$ cat config.mk
export PLATFORM = sky130hd
export DESIGN_NAME = multicycle_ctrl_flat
export DESIGN_NICKNAME = d
export VERILOG_FILES = /design/src/rtl/multicycle_ctrl_if.sv /design/src/rtl/multicycle_ctrl.sv /design/src/flat_wrapper.sv
export SDC_FILE = /design/constraint.sdc
export NUM_CORES = 1
export LEC_CHECK = 0
export BUFFER_PORTS_ARGS = -buffer_cell sky130_fd_sc_hd__buf_2
export CAP_MARGIN = 20
export CORE_MARGIN = 2
export CORE_UTILIZATION = 52
export DETAILED_ROUTE_END_ITERATION = 10
export PLACE_DENSITY = 0.86
export SKIP_LAST_GASP = 1
export SLEW_MARGIN = 30
export SYNTH_ARGS = -nofsm -noshare
export SYNTH_HDL_FRONTEND = slang
export SYNTH_SLANG_ARGS = --single-unit
$ cat constraint.sdc
create_clock -name clk -period 4.1 [get_ports clk]
set_clock_uncertainty 0.15 [all_clocks]
set_input_delay 0.82 -clock clk [delete_from_list [all_inputs] [get_ports clk]]
set_output_delay 0.82 -clock clk [all_outputs]
set_load 0.02 [all_outputs]
$ cat src/rtl/multicycle_ctrl_if.sv
// Instruction/data memory handshake bundle for the multi-cycle sequencing controller.
// The controller side uses the master modport; memories and the ALU drive the slave side.
interface multicycle_ctrl_if;
  logic        imem_req;
  logic [31:0] imem_addr;
  logic        imem_ready;
  logic [31:0] imem_rdata;
  logic        dmem_req;
  logic        dmem_we;
  logic        dmem_ready;
  logic [31:0] alu_result;

  modport master (
    output imem_req, imem_addr, dmem_req, dmem_we,
    input  imem_ready, imem_rdata, dmem_ready, alu_result
  );

  modport slave (
    input  imem_req, imem_addr, dmem_req, dmem_we,
    output imem_ready, imem_rdata, dmem_ready, alu_result
  );
endinterface

$ cat src/rtl/multicycle_ctrl.sv
// Multi-cycle RV32I sequencer: FETCH/DECODE/EXEC/MEM/WB with stallable memories,
// a program counter, a retire counter and a sticky illegal-opcode halt.
module multicycle_ctrl #(
  parameter logic [31:0] RESET_PC = 32'h0000_0000
) (
  input  logic                clk,
  input  logic                rst,
  multicycle_ctrl_if.master   mem,
  output logic [31:0]         pc,
  output logic [31:0]         instr,
  output logic [3:0]          ALU_control,
  output logic                Imm_mux_SEL,
  output logic                RegWE,
  output logic                wb_sel,
  output logic                illegal,
  output logic [31:0]         instret
);

  typedef enum logic [2:0] {
    S_FETCH, S_DECODE, S_EXEC, S_MEM, S_WB, S_HALT
  } state_e;

  state_e      state_q, state_d;
  logic [31:0] pc_q, pc_d;
  logic [31:0] instr_q, instr_d;
  logic [31:0] instret_q, instret_d;
  logic        illegal_q, illegal_d;

  logic        imem_req, dmem_req, dmem_we;
  logic [3:0]  alu_ctrl;
  logic        reg_we, wb_sel_c;

  // Class is re-derived from the held instruction register rather than stored.
  logic [6:0]  opcode;
  logic [2:0]  funct3;
  logic        is_r, is_ialu, is_load, is_store, is_legal, is_mem;
  logic [3:0]  alu_op;

  assign opcode   = instr_q[6:0];
  assign funct3   = instr_q[14:12];
  assign is_r     = (opcode == 7'b0110011);
  assign is_ialu  = (opcode == 7'b0010011);
  assign is_load  = (opcode == 7'b0000011);
  assign is_store = (opcode == 7'b0100011);
  assign is_legal = is_r | is_ialu | is_load | is_store;
  assign is_mem   = is_load | is_store;

  always_comb begin
    alu_op = 4'b0000;
    if (is_r || is_ialu) begin
      unique case (funct3)
        3'b000: alu_op = (is_r && instr_q[30]) ? 4'b0001 : 4'b0000;
        3'b001: alu_op = 4'b0010;
        3'b010: alu_op = 4'b0011;
        3'b011: alu_op = 4'b0100;
        3'b100: alu_op = 4'b0101;
        3'b101: alu_op = instr_q[30] ? 4'b0111 : 4'b0110;
        3'b110: alu_op = 4'b1000;
        3'b111: alu_op = 4'b1001;
        default: alu_op = 4'b0000;
      endcase
    end
  end

  always_comb begin
    state_d   = state_q;
    pc_d      = pc_q;
    instr_d   = instr_q;
    instret_d = instret_q;
    illegal_d = illegal_q;
    imem_req  = 1'b0;
    dmem_req  = 1'b0;
    dmem_we   = 1'b0;
    alu_ctrl  = 4'b0000;
    reg_we    = 1'b0;
    wb_sel_c  = 1'b0;
    unique case (state_q)
      S_FETCH: begin
        imem_req = 1'b1;
        if (mem.imem_ready) begin
          instr_d = mem.imem_rdata;
          state_d = S_DECODE;
        end
      end
      S_DECODE: begin
        if (is_legal) begin
          state_d = S_EXEC;
        end else begin
          illegal_d = 1'b1;
          state_d   = S_HALT;
        end
      end
      S_EXEC: begin
        alu_ctrl = alu_op;
        state_d  = is_mem ? S_MEM : S_WB;
      end
      S_MEM: begin
        dmem_req = 1'b1;
        dmem_we  = is_store;
        if (mem.dmem_ready) begin
          if (is_store) begin
            pc_d      = pc_q + 32'd4;
            instret_d = instret_q + 32'd1;
            state_d   = S_FETCH;
          end else begin
            state_d = S_WB;
          end
        end
      end
      S_WB: begin
        reg_we    = (instr_q[11:7] != 5'd0);
        wb_sel_c  = is_load;
        pc_d      = pc_q + 32'd4;
        instret_d = instret_q + 32'd1;
        state_d   = S_FETCH;
      end
      S_HALT: state_d = S_HALT;
      default: state_d = S_FETCH;
    endcase
  end

  always_ff @(posedge clk) begin
    if (rst) begin
      state_q   <= S_FETCH;
      pc_q      <= RESET_PC;
      instr_q   <= '0;
      instret_q <= '0;
      illegal_q <= 1'b0;
    end else begin
      state_q   <= state_d;
      pc_q      <= pc_d;
      instr_q   <= instr_d;
      instret_q <= instret_d;
      illegal_q <= illegal_d;
    end
  end

  assign mem.imem_req  = imem_req;
  assign mem.imem_addr = pc_q;
  assign mem.dmem_req  = dmem_req;
  assign mem.dmem_we   = dmem_we;

  assign pc          = pc_q;
  assign instr       = instr_q;
  assign instret     = instret_q;
  assign illegal     = illegal_q;
  assign ALU_control = alu_ctrl;
  assign Imm_mux_SEL = is_ialu | is_load | is_store;
  assign RegWE       = reg_we;
  assign wb_sel      = wb_sel_c;

endmodule

$ cat src/flat_wrapper.sv
// flat-port wrapper written by rule: the top's interface ports become plain ports
module multicycle_ctrl_flat 
#(
  parameter logic [31:0] RESET_PC = 32'h0000_0000
)
  (clk, rst, pc, instr, ALU_control, Imm_mux_SEL, RegWE, wb_sel, illegal, instret, mem_imem_req, mem_imem_addr, mem_dmem_req, mem_dmem_we, mem_imem_ready, mem_imem_rdata, mem_dmem_ready, mem_alu_result);
  multicycle_ctrl_if mem_i ();
  input  logic clk;
  input  logic rst;
  output logic [31:0] pc;
  output logic [31:0] instr;
  output logic [3:0] ALU_control;
  output logic Imm_mux_SEL;
  output logic RegWE;
  output logic wb_sel;
  output logic illegal;
  output logic [31:0] instret;
  output wire logic [$bits(mem_i.imem_req)-1:0] mem_imem_req;
  output wire logic [$bits(mem_i.imem_addr)-1:0] mem_imem_addr;
  output wire logic [$bits(mem_i.dmem_req)-1:0] mem_dmem_req;
  output wire logic [$bits(mem_i.dmem_we)-1:0] mem_dmem_we;
  input wire logic [$bits(mem_i.imem_ready)-1:0] mem_imem_ready;
  input wire logic [$bits(mem_i.imem_rdata)-1:0] mem_imem_rdata;
  input wire logic [$bits(mem_i.dmem_ready)-1:0] mem_dmem_ready;
  input wire logic [$bits(mem_i.alu_result)-1:0] mem_alu_result;
  assign mem_imem_req = mem_i.imem_req;
  assign mem_imem_addr = mem_i.imem_addr;
  assign mem_dmem_req = mem_i.dmem_req;
  assign mem_dmem_we = mem_i.dmem_we;
  assign mem_i.imem_ready = mem_imem_ready;
  assign mem_i.imem_rdata = mem_imem_rdata;
  assign mem_i.dmem_ready = mem_dmem_ready;
  assign mem_i.alu_result = mem_alu_result;
  multicycle_ctrl #(.RESET_PC(RESET_PC)) u_core (.clk(clk), .rst(rst), .mem(mem_i), .pc(pc), .instr(instr), .ALU_control(ALU_control), .Imm_mux_SEL(Imm_mux_SEL), .RegWE(RegWE), .wb_sel(wb_sel), .illegal(illegal), .instret(instret));
endmodule
Word-level counts from Yosys, hierarchy flattened
Cells that the tools add are included. Widths: inputs -> output; s select.

Add/subtract/negate cells: 2. Bitwise gates (word level): 7. Equality and inequality tests: 19. Mux-type cells: 22. Reductions and logical operators: 10.

Operators with widths (number): $mux 32 (4); $pmux 32 s2 (2); $add 32x1->32 const B (1); $add 32x3->32 const B (1); $pmux 4 s8 (1); $eq 3x3->1 const B (6); $mux 3 (5); $pmux 3 s5 (1); $eq 7x6->1 const B (2); $eq 3x2->1 const B (4); $mux 4 (2); $eq 7x2->1 const B (1); $eq 7x5->1 const B (1); $mux 1 (7); $eq 3x1->1 const B (2); $logic_not 3->1 (2); $or 1x1->1 (6); $reduce_and 2->1 (3); $reduce_bool 5->1 (1); $ne 2x2->1 const B (2); $reduce_and 3->1 (1); $ne 2x1->1 const B (1); $reduce_bool 2->1 (1); $logic_and 1x1->1 (1); other kinds (2) (2).

Input bits: 68. Logic and storage cells: 65. Register bits after elaboration: 100.

Depth between registers and ports, before layout
Gate-level depths: netlist (run 1).

Depth in word-level cells: 6. Mapped depth: 7. Gate-level depth less buffers: 6.

Least setup slack after synthesis (run 1)
No wires, ideal clock.

Path kind: reg-to-output. Start point: reg u_core.instr_q[0] (netlist: u_core.instr[0]). End point: out ALU_control[0]. Required time: 3.130 ns. Cell stages (with the launch flop): 6. Arrival: 2.224 ns. Path slack: 0.906 ns. Cells stage by stage: dfxtp_1 > and4bb_2 > buf_2 > nor2b_1 > nand4b_1 > a2111oi_0.

Word-level cells in the longest chain between the ends: 6.

RTL lines: start, declared (RTL line multicycle_ctrl.sv:25) `logic [31:0] instr_q, instr_d;`; start signal, assigned (RTL line multicycle_ctrl.sv:132) `instr_q <= instr_d;`; $eq 7x6->1 (RTL line multicycle_ctrl.sv:41) `assign is_r = (opcode == 7'b0110011);`; $logic_and 1x1->1 (RTL line multicycle_ctrl.sv:52) `3'b000: alu_op = (is_r && instr_q[30]) ? 4'b0001 : 4'b0000;`; $mux 1 (RTL line multicycle_ctrl.sv:52); $pmux 4 s8 (RTL line multicycle_ctrl.sv:51) `unique case (funct3)`; $mux 4 * (RTL line multicycle_ctrl.sv:50) `if (is_r || is_ialu) begin`; $mux 4 * (RTL line multicycle_ctrl.sv:77) `unique case (state_q)`; end, declared (RTL line flat_wrapper.sv:12) `output logic [3:0] ALU_control;`.

Mark *: on every way between the ends. The rest lies on a longest branch, timed or not.

Worst setup path in the final report (run 1)
Start point: reg u_core.instr_q[3] (netlist: u_core.instr[3]). End point: out ALU_control[0].

Same word-level chain as after synthesis.

==> out/metrics.yaml, run 1 <==
run_status:
  status: "complete, no violations"
synth:
  synth_edf_count: 0
  syn_inst: 591
  async_reset_ff_share_pct: 0
  seq_area_frac_synth_pct: 41.2
  ys_warn_count: 0
  netlist-cell-type-count: 48
  syn_area_sq_mm: 0.00477
  synth.avg_cell_area_sq_um: 8.06
  ys_seq_elements: 98
  ys.flop_type: "dfxtp_1"
clock_tree:
  clockRootBuffer: "clkbuf_8"
  cts-resized-gates: 0
  clkTransAtPathRegs_ns: 0.10
  cts.sinks: 98
  postCtsHoldBufs: 0
  cts_made_buffers: 9
  cts_max_level: 3
  clk_latency_ns: 0.35
  cts_setup_buffers: 0
  cts_tree: "built"
  cts_buffer_depth: 2
timing:
  rsz0062_at_grt: "no"
  final_max_slew_viol_count: 0
  setup_tns_ns: 0
  post-route-period-util_pct: 82.5
  max_freq_ghz: 0.296
  period_minus_slack_ns: 3.38
  finalSetupViolCount: 0
  timing.hold.ws_ns: 0.311
  worstMarginPinSlew_ns: 0.815
  relSlewSlack_pct: 45.7
  finalHoldViolCount: 0
floorplanning:
  ioPinCount: 207
  die_w_um: 99.7
  die-height_um: 99.7
  dieArea_sq_mm: 0.00995
  num_rows: 34
  initial_core_util_pct: 54.1
  core_area_sq_mm: 0.00881
power:
  seqPwrFrac_pct: 57.3
  p_sw_mw: 0.475
  ir_worst_vdd_uv: 156
  p_per_area_mw_per_mm2: 313
  p_leak_nw: 2.31
  internal_power_mw: 1.27
  pwr-share-comb_pct: 10.0
  clockPowerShare_pct: 32.7
  switching_share_pct: 27.2
drt:
  route.met2.wl_mm: 5.90
  route.vias.total: 4691
  drtIter0Drc: 144
  drc: 0
  drt-total-wl_mm: 12.3
  post_drt_via_cell_ratio: 5.68
  met3WireLength_um: 874
  dr.pass1.iters: 4
  wl_met1_mm: 5.36
  wl_per_cell_um: 14.9
  ant_nets: 0
  top_layer_used: "met4"
place:
  gp_congestion: 0.878
  numPortBuffers: 170
  dp_hpwl_mm: 8.79
  dp.cells: 810
global_routing:
  grt_overflow: 0
  grt_pass1_wl_mm: 19.8
  grt_pass1_vias: 4335
  grtUsageTotal_pct: 24.1
  antenna_found_initial: 0
  grt_max_degree: 45
setup_path:
  crit_path_end_kind: "output port"
  cp_data_required_time_ns: 3.13
  cpMaxStageDelayCell: "a2111oi_0"
  path_buf_inv: 1
  critPathMaxFanout: 8
  crit_chain: "and4bb_2 > nor2b_1 > nand4b_1 > a2111oi_0 > buf_2"
  cp_slowest_stage_delay_ns: 0.58
  criticalPathCategory: "flip-flop to output port"
  start_kind: "flip-flop"
  crit_arrival_ns: 2.41
  crit_family: "simple AND/OR/NAND/NOR gates"
layout:
  syn_to_final_growth_pct: 17.0
  final_nets: 783
  drive_above_1_share_pct: 28.0
  layout.cells.non_filler: 826
  antenna_cells: 0
hold_path:
  hp-class: "flip-flop to flip-flop"
run:
  cap_violations: 0
final cells by class:
cell class,instances,area (sq um)
inverter,14,52.6
clock buffer,12,145
multi-input combinational,417,2380
tap,108,135
fill,775,3230
timing repair buffer,173,873
sequential,98,1960
clock inverter,4,27.5
cell usage in the layout, fill, tap and decap left out, types with 2 or more instances in the layout:
master / instances
a2111oi_0: 3
a2111oi_2: 5
a211oi_1: 10
a21o_1: 5
a21oi_1: 75
and2_1: 3
and3_1: 8
and4_1: 8
buf_2: 170
buf_4: 3
clkbuf_1: 2
clkbuf_8: 10
clkinvlp_4: 3
conb_1: 4
dfxtp_1: 98
ha_1: 2
inv_1: 14
nand2_1: 90
nand2b_1: 4
nand3_1: 24
nand4_1: 15
nor2_1: 45
nor2b_1: 2
nor3_1: 6
nor4_1: 2
o211ai_1: 3
o21ai_0: 23
o21bai_1: 2
o31ai_1: 4
or3_1: 18
or4_1: 5
xnor2_1: 29
xor2_1: 4
cell usage after synthesis, types with 5 or more instances:
master	instances	area [sq um]
nand2_1	91	342
clkbuf_1	26	97.6
nand3_1	24	120
a211oi_1	10	75.1
or3_1	18	113
nor3_1	6	30.0
xnor2_1	29	254
or4_1	5	37.5
a21o_1	5	37.5
buf_4	34	255
nand4_1	15	93.8
and3_1	8	50.1
nor2_1	45	169
a2111oi_2	5	75.1
dfxtp_1	98	1960
o21ai_0	23	115
a21oi_1	75	375
and4_1	8	70.1
inv_1	14	52.6
worst reg2reg max path, stage by stage, from the launching register on:
cell and delay, ns:
dfxtp_1 0.56, and4b_2 0.36, nand4_4 0.40, a2111o_1 0.69, or3_1 0.38, a21oi_1 0.17
worst paths after layout:
| kind | from | endpoint | slack (ns) | cells past startpoint |
|---|---|---|---|---|
| max | u_core.instr[3]$_SDFFE_PP0P_ | ALU_control[0] | 0.72 | 5 |
| min | u_core.instr[19]$_SDFFE_PP0P_ | u_core.instr[19]$_SDFFE_PP0P_ | 0.31 | 2 |
| max reg2reg | u_core.state_q[1]$_SDFFE_PP0P_ | u_core.instret[27]$_SDFFE_PP0P_ | 1.33 | 5 |
| min reg2reg | u_core.instr[19]$_SDFFE_PP0P_ | u_core.instr[19]$_SDFFE_PP0P_ | 0.31 | 2 |
state kept, by name (all words and copies together) (netlist names):
signal                flops
u_core.illegal            1
u_core.instr             32
u_core.instret           32
u_core.mem.imem_addr     30
u_core.state_q            3
power by group through the flow:
stage	Clock [mW]	Sequential, mW	Combinational, mW
after floorplan	0	1.04	0.0932
after global placement	0	1.02	0.168
after detailed placement	0	1.02	0.174
after CTS	0.583	1.00	0.174
after global routing	0.614	1.00	0.192
final	0.571	1.00	0.175
cell families after synthesis:
| group | Yosys count | synth area share, % |
|---|---|---|
| buffers and inverters | 79 | 9.16 |
| AOI/OAI and AO/OA | 140 | 18.4 |
| adders and majority gates | 2 | 0.525 |
| and+or+nand+nor | 238 | 24.6 |
| other | 1 | 0.0787 |
| DFF | 98 | 41.2 |
| xor gates and xnor gates | 33 | 6.06 |
metal layers:
layer | GRT usage [%] | up-vias
met2 | 41.6 | 180
li1 | - | 2268
met1 | 29.1 | 2227
met4 | 6.74 | 0
met3 | 7.38 | 16
met5 | 0 | -
metrics by stage:
| step | power, mW | area, sq um | util (%) | worst slack (ns) |
|---|---|---|---|---|
| floorplan | 1.14 | 4780 | - | 0.906 |
| global placement | 1.19 | 5400 | 61.3 | 1.20 |
| detailed placement | 1.20 | 5400 | 61.3 | 1.11 |
| CTS | 1.76 | 5570 | 63.3 | 0.701 |
| global route | 1.81 | 5580 | 63.3 | 0.619 |
| finish | 1.75 | 5580 | 63.3 | 0.719 |
(Power assumes the default switching activity.)
==> run 2: changes to the inputs <==
--- a/config.mk
+++ b/config.mk
@@ -8,9 +8,9 @@
 export BUFFER_PORTS_ARGS = -buffer_cell sky130_fd_sc_hd__buf_2
 export CAP_MARGIN = 20
 export CORE_MARGIN = 2
-export CORE_UTILIZATION = 52
+export CORE_UTILIZATION = 43
 export DETAILED_ROUTE_END_ITERATION = 10
-export PLACE_DENSITY = 0.86
+export PLACE_DENSITY = 0.76
 export SKIP_LAST_GASP = 1
 export SLEW_MARGIN = 30
 export SYNTH_ARGS = -nofsm -noshare
==> constraint.sdc (replaced) <==
create_clock -name clk -period 2.9 [get_ports clk]
set_clock_uncertainty 0.15 [all_clocks]
set_input_delay 0.58 -clock clk [delete_from_list [all_inputs] [get_ports clk]]
set_output_delay 0.58 -clock clk [all_outputs]
set_load 0.02 [all_outputs]
==> run 2 against run 1 <==
Non-clock buffer count rose by 10; cell area grew 2.9%; setup slack got worse by 0.62 ns; sequential power grew 41%; total power is 48% higher; clock power increased by 60%; critical path depth is 1 higher; critical endpoint is now ALU_control[2]; largest power group unchanged; highest routed layer unchanged.
==> out/metrics.yaml, run 2 (synthesized netlist as in run 1, its figures left out) <==
run_status:
  status: "complete, no violations"
setup_path:
  start_kind: "flip-flop"
  criticalPathCategory: "flip-flop to output port"
  critPathMaxFanout: 8  # unchanged
  cp_data_required_time_ns: 2.17  # -0.96 ns
  crit_arrival_ns: 2.08  # -0.33 ns
  crit_path_end_kind: "output port"
timing:
  timing.hold.ws_ns: 0.279  # -0.0311 ns
  finalSetupViolCount: 0  # unchanged
  max_freq_ghz: 0.356
  finalHoldViolCount: 0  # unchanged
  relSlewSlack_pct: 51.9  # +6.2 points
  post-route-period-util_pct: 96.8
  final_max_slew_viol_count: 0  # unchanged
  period_minus_slack_ns: 2.81
  worstMarginPinSlew_ns: 0.717  # -0.0977 ns
clock_tree:
  postCtsHoldBufs: 0  # unchanged
  cts.sinks: 98  # unchanged
  cts_tree: "built"
  cts_buffer_depth: 2  # unchanged
  clockRootBuffer: "clkbuf_8"
  cts_max_level: 3  # unchanged
  clkTransAtPathRegs_ns: 0.10  # about the same
  clk_latency_ns: 0.37  # +0.02 ns
  cts_made_buffers: 9  # unchanged
power:
  p_per_area_mw_per_mm2: 450  # +44%
  p_total_mw: 2.58  # +48%
  ir_worst_vdd_uv: 297  # +90%
  p_leak_nw: 2.38  # +3.2%
place:
  dp_hpwl_mm: 8.79  # about the same
  numPortBuffers: 170  # unchanged
  gp_congestion: 0.823  # -6.2%
drt:
  drt-total-wl_mm: 12.1  # -1.7%
  drc: 0  # unchanged
  wl_met1_mm: 5.30  # -1.3%
  post_drt_via_cell_ratio: 5.33  # -6.2%
  ant_nets: 0  # unchanged
  route.met2.wl_mm: 5.75  # -2.6%
  met3WireLength_um: 806  # -7.8%
  route.vias.total: 4623  # -1.4%
  wl_per_cell_um: 13.9  # -6.5%
  drtIter0Drc: 243  # +69%
  top_layer_used: "met4"
  dr.pass1.iters: 4  # unchanged
floorplanning:
  initial_core_util_pct: 44.0  # -10 points
  core_area_sq_mm: 0.0108  # +23%
  num_rows: 38  # +12%
  die-height_um: 109  # +9.6%
  dieArea_sq_mm: 0.0119  # +20%
  ioPinCount: 207  # unchanged
  die_w_um: 109  # +9.6%
layout:
  drive_above_1_share_pct: 28.8  # +0.85 points
  final_cell_mix: "buf_2 (170), dfxtp_1 (98), nand2_1 (91), a21oi_1 (75), nor2_1 (45)"
  seqCellArea_sq_mm: 0.00196  # unchanged
  multi_input_area_sq_mm: 0.00239  # +0.37%
  final_util_pct: 52.9  # -10 points
  fill_cells: 1030  # +33%
  final_nets: 793  # +1.3%
  final_common_cell: "buf_2"
  syn_to_final_growth_pct: 20.4
  antenna_cells: 0  # unchanged
global_routing:
  grtUsageTotal_pct: 20.1  # -4.0 points
  grt_pass1_vias: 4155  # -4.2%
  grt_max_degree: 38  # -16%
  grt_overflow: 0  # unchanged
  antenna_found_initial: 0  # unchanged
  grt_pass1_wl_mm: 19.1  # -3.4%
hold_path:
  hp-class: "input pin to flip-flop"
run:
  cap_violations: 0  # unchanged
run 2: final cells by class:
cell class | instances | area share [%]
Sequential cell | 98 | 34.2
Multi-Input combinational cell | 417 | 41.7
Clock buffer | 14 | 2.83
Inverter | 14 | 0.916
Timing Repair Buffer | 183 | 16.7
Tap cell | 140 | 3.05
Clock inverter | 2 | 0.610
run 2: worst max-delay path, stage by stage (launching register included):
cell	delay [ns]
dfxtp_1	0.33
and4bb_4	0.41
nor2b_2	0.20
nand4b_1	0.23
buf_4	0.22
a21oi_1	0.13
buf_2	0.19
run 2: stage by stage:
stage | TNS, ns | instances | cell area [sq um] | worst slack [ns]
after floorplan | 0 | 594 | 4780 | 0.197
after global placement | 0 | 850 | 5520 | 0.470
after detailed placement | 0 | 850 | 5520 | 0.403
after CTS | 0 | 866 | 5710 | 0.0196
after global routing | -0.0318 | 868 | 5740 | -0.0202
final | 0 | 868 | 5740 | 0.0939
run 2: path summary, 6_finish.rpt:
path / start / endpoint / slack [ns] / depth (start not counted)
hold / removal: mem_imem_rdata[4] / u_core.instr[4]$_SDFFE_PP0P_ / 0.28 / 3
hold reg to reg: u_core.instr[29]$_SDFFE_PP0P_ / u_core.instr[29]$_SDFFE_PP0P_ / 0.31 / 2
setup reg to reg: u_core.state_q[1]$_SDFFE_PP0P_ / u_core.instret[29]$_SDFFE_PP0P_ / 0.38 / 5
setup / recovery: u_core.instr[3]$_SDFFE_PP0P_ / ALU_control[2] / 0.09 / 6
run 2: repair_timing:
item | in CTS | in global routing
buffers inserted | 0 | 2
resized for setup | 0 | 3
endpoints found under the setup margin | 0 | 1
run 2: power breakdown:
part / total [mW] / internal, mW / switching [mW]
clock network: 0.912 / 0.447 / 0.465
registers: 1.41 / 1.38 / 0.0327
logic: 0.260 / 0.0899 / 0.170
total: 2.58 / 1.92 / 0.668
run 2: metal layers:
| layer | up-vias | GRT usage [%] |
|---|---|---|
| met5 | - | 0 |
| met1 | 2162 | 24.5 |
| li1 | 2286 | - |
| met4 | 0 | 8.59 |
| met2 | 157 | 33.4 |
| met3 | 18 | 5.44 |
==> run 3: changes to the inputs <==
--- a/config.mk
+++ b/config.mk
@@ -11,6 +11,7 @@
 export CORE_UTILIZATION = 43
 export DETAILED_ROUTE_END_ITERATION = 10
 export PLACE_DENSITY = 0.76
+export SETUP_SLACK_MARGIN = 0.3
 export SKIP_LAST_GASP = 1
 export SLEW_MARGIN = 30
 export SYNTH_ARGS = -nofsm -noshare
==> run 3 against run 2 <==
Cell count rose by 0.35%; setup slack improved by 0.19 ns; critical path depth did not move; die area did not move; worst hold slack improved by 0.0052 ns; count of clock-buffer cells in the layout fell by 3; largest cell class unchanged; critical path type unchanged; via count rose by 0.48%; largest power group unchanged; clock power fell by 4.3%.
==> out/metrics.yaml, run 3 (synthesized netlist as in run 1, its figures left out) <==
drt:
  route.vias.total: 4645  # +0.48%
  drc: 0  # unchanged
  drtIter0Drc: 299  # +23%
  drt-total-wl_mm: 12.3  # +1.4%
  post_drt_via_cell_ratio: 5.33  # +0.13%
  wl_per_cell_um: 14.1  # +1.0%
  dr.pass1.iters: 4  # unchanged
  ant_nets: 0  # unchanged
clock_tree:
  clkTransAtPathRegs_ns: 0.09  # about the same
  cts_made_buffers: 9  # unchanged
  cts_max_level: 3  # unchanged
  cts.sinks: 98  # unchanged
  postCtsHoldBufs: 0  # unchanged
  clockRootBuffer: "clkbuf_8"
  cts_tree: "built"
  clk_latency_ns: 0.37  # about the same
  cts_buffer_depth: 2  # unchanged
layout:
  final_area_sq_mm: 0.00579  # +0.89%
  antenna_cells: 0  # unchanged
  final_common_cell: "buf_2"
  fill_cells: 1018  # -1.2%
  final_cell_mix: "buf_2 (166), dfxtp_1 (96), nand2_1 (91), a21oi_1 (74), nor2_1 (45)"
  final_nets: 796  # +0.38%
  drive_above_1_share_pct: 30.1  # +1.2 points
  syn_to_final_growth_pct: 21.5
timing:
  setup_tns_ns: 0  # unchanged
  rsz0062_at_grt: "yes"
  finalHoldViolCount: 0  # unchanged
  worstMarginPinSlew_ns: 0.656  # -0.0611 ns
  final_max_slew_viol_count: 0  # unchanged
  timing.hold.ws_ns: 0.285  # +0.00517 ns
  post-route-period-util_pct: 90.1  # -6.7 points
  finalSetupViolCount: 0  # unchanged
  max_freq_ghz: 0.383  # +7.4%
  relSlewSlack_pct: 56.0  # +4.1 points
  period_minus_slack_ns: 2.61  # -0.194 ns
power:
  internal_power_mw: 1.87  # -2.4%
  p_leak_nw: 2.39  # +0.27%
  switching_share_pct: 26.7  # +0.83 points
  ir_worst_vdd_uv: 415  # +40%
  p_sw_mw: 0.681  # +1.9%
  clockPowerShare_pct: 34.2  # -1.1 points
  seqPwrFrac_pct: 55.4  # +0.8 points
  pwr-share-comb_pct: 10.4  # +0.3 points
  p_per_area_mw_per_mm2: 440  # -2.2%
global_routing:
  grt_pass1_vias: 4226  # +1.7%
  grtUsageTotal_pct: 20.7  # +0.54 points
  grt_pass1_wl_mm: 19.8  # +3.3%
  antenna_found_initial: 0  # unchanged
  grt_max_degree: 41  # +7.9%
  grt_overflow: 0  # unchanged
setup_path:
  reg2reg_depth: 5  # unchanged
  crit_arrival_ns: 1.88  # -0.20 ns
  criticalPathCategory: "flip-flop to output port"
  critPathMaxFanout: 3  # -5
  start_kind: "flip-flop"
  crit_path_end_kind: "output port"
  cp_data_required_time_ns: 2.17  # about the same
floorplanning:
  core_area_sq_mm: 0.0108  # unchanged
  ioPinCount: 207  # unchanged
  num_rows: 38  # unchanged
  die_w_um: 109  # unchanged
  dieArea_sq_mm: 0.0119  # unchanged
  initial_core_util_pct: 44.0  # unchanged
  die-height_um: 109  # unchanged
hold_path:
  hp-class: "input pin to flip-flop"
  hold_depth: 3  # unchanged
place:
  dp_hpwl_mm: 8.73  # -0.71%
  numPortBuffers: 170  # unchanged
  place_area_sq_mm: 0.00553  # +0.23%
  gp_congestion: 0.823  # about the same
run:
  cap_violations: 0  # unchanged
run_status:
  status: "complete, no violations"
==> run 3: changes by cell type in the layout (fill, tap and decap cells not counted), sizes merged <==
cell and change:
clkinv +1, buf +3, clkbuf -3, clkinvlp +2
==> run 3: power groups by stage <==
stage               Clock (mW)  Sequential, mW  Combinational [mW]
global route             0.969            1.42               0.288
global placement             0            1.44               0.255
detailed placement           0            1.44               0.260
CTS                      0.899            1.41               0.263
finish                   0.873            1.41               0.265
floorplan                    0            1.47               0.132
==> run 3: per-layer routing <==
metal	vias to the layer above	global-route usage, %	wire length [um]
met1	2181	25.6	5370
li1	2290	-	-
met4	0	5.88	76
met5	-	0	0
met3	6	6.28	816
met2	168	34.8	6000
==> run 3: cell type report <==
type / instances / area (sq um) / area share (%)
Timing Repair Buffer: 186 / 993 / 17.2
Sequential cell: 98 / 1960 / 33.9
Tap cell: 140 / 175 / 3.03
Clock buffer: 11 / 131 / 2.27
Clock inverter: 5 / 55.1 / 0.951
Multi-Input combinational cell: 417 / 2420 / 41.8
Inverter: 14 / 52.6 / 0.908
==> run 3: through the flow <==
step	setup WS (ns)	utilization (%)	instances	total power, mW
2_1_floorplan	0.474	-	594	1.61
3_3_place_gp	0.498	51.0	851	1.69
3_5_place_dp	0.423	51.0	851	1.70
4_1_cts	0.295	53.2	871	2.57
5_1_grt	0.173	53.4	871	2.68
6_report	0.288	53.4	871	2.55
==> run 3: what timing repair did <==
| action | 4_1_cts | 5_1_grt |
|---|---|---|
| buffers inserted | 4 | 0 |
| pin swaps | 1 | 0 |
| endpoints found under the setup margin | 5 | 8 |
| gates resized for setup | 8 | 5 |
| endpoints found under the hold margin | 0 | 0 |
==> run 3: critical path, cell delays in order, from the launching register on <==
cell and delay [ns]:
dfxtp_2 0.33, and4bb_4 0.37, nor2b_4 0.15, nand4b_1 0.18
buf_4 0.21, nor2_1 0.12, buf_4 0.15
==> run 3: worst paths after layout <==
| kind | startpoint | to | slack (ns) |
|---|---|---|---|
| worst min-delay path | mem_imem_rdata[2] | u_core.instr[2]$_SDFFE_PP0P_ | 0.28 |
| worst max-delay path | u_core.instr[2]$_SDFFE_PP0P_ | ALU_control[3] | 0.29 |
| worst min register to register | u_core.instr[28]$_SDFFE_PP0P_ | u_core.instr[28]$_SDFFE_PP0P_ | 0.31 |
| worst max register to register | u_core.state_q[0]$_SDFFE_PP0P_ | u_core.instret[29]$_SDFFE_PP0P_ | 0.44 |
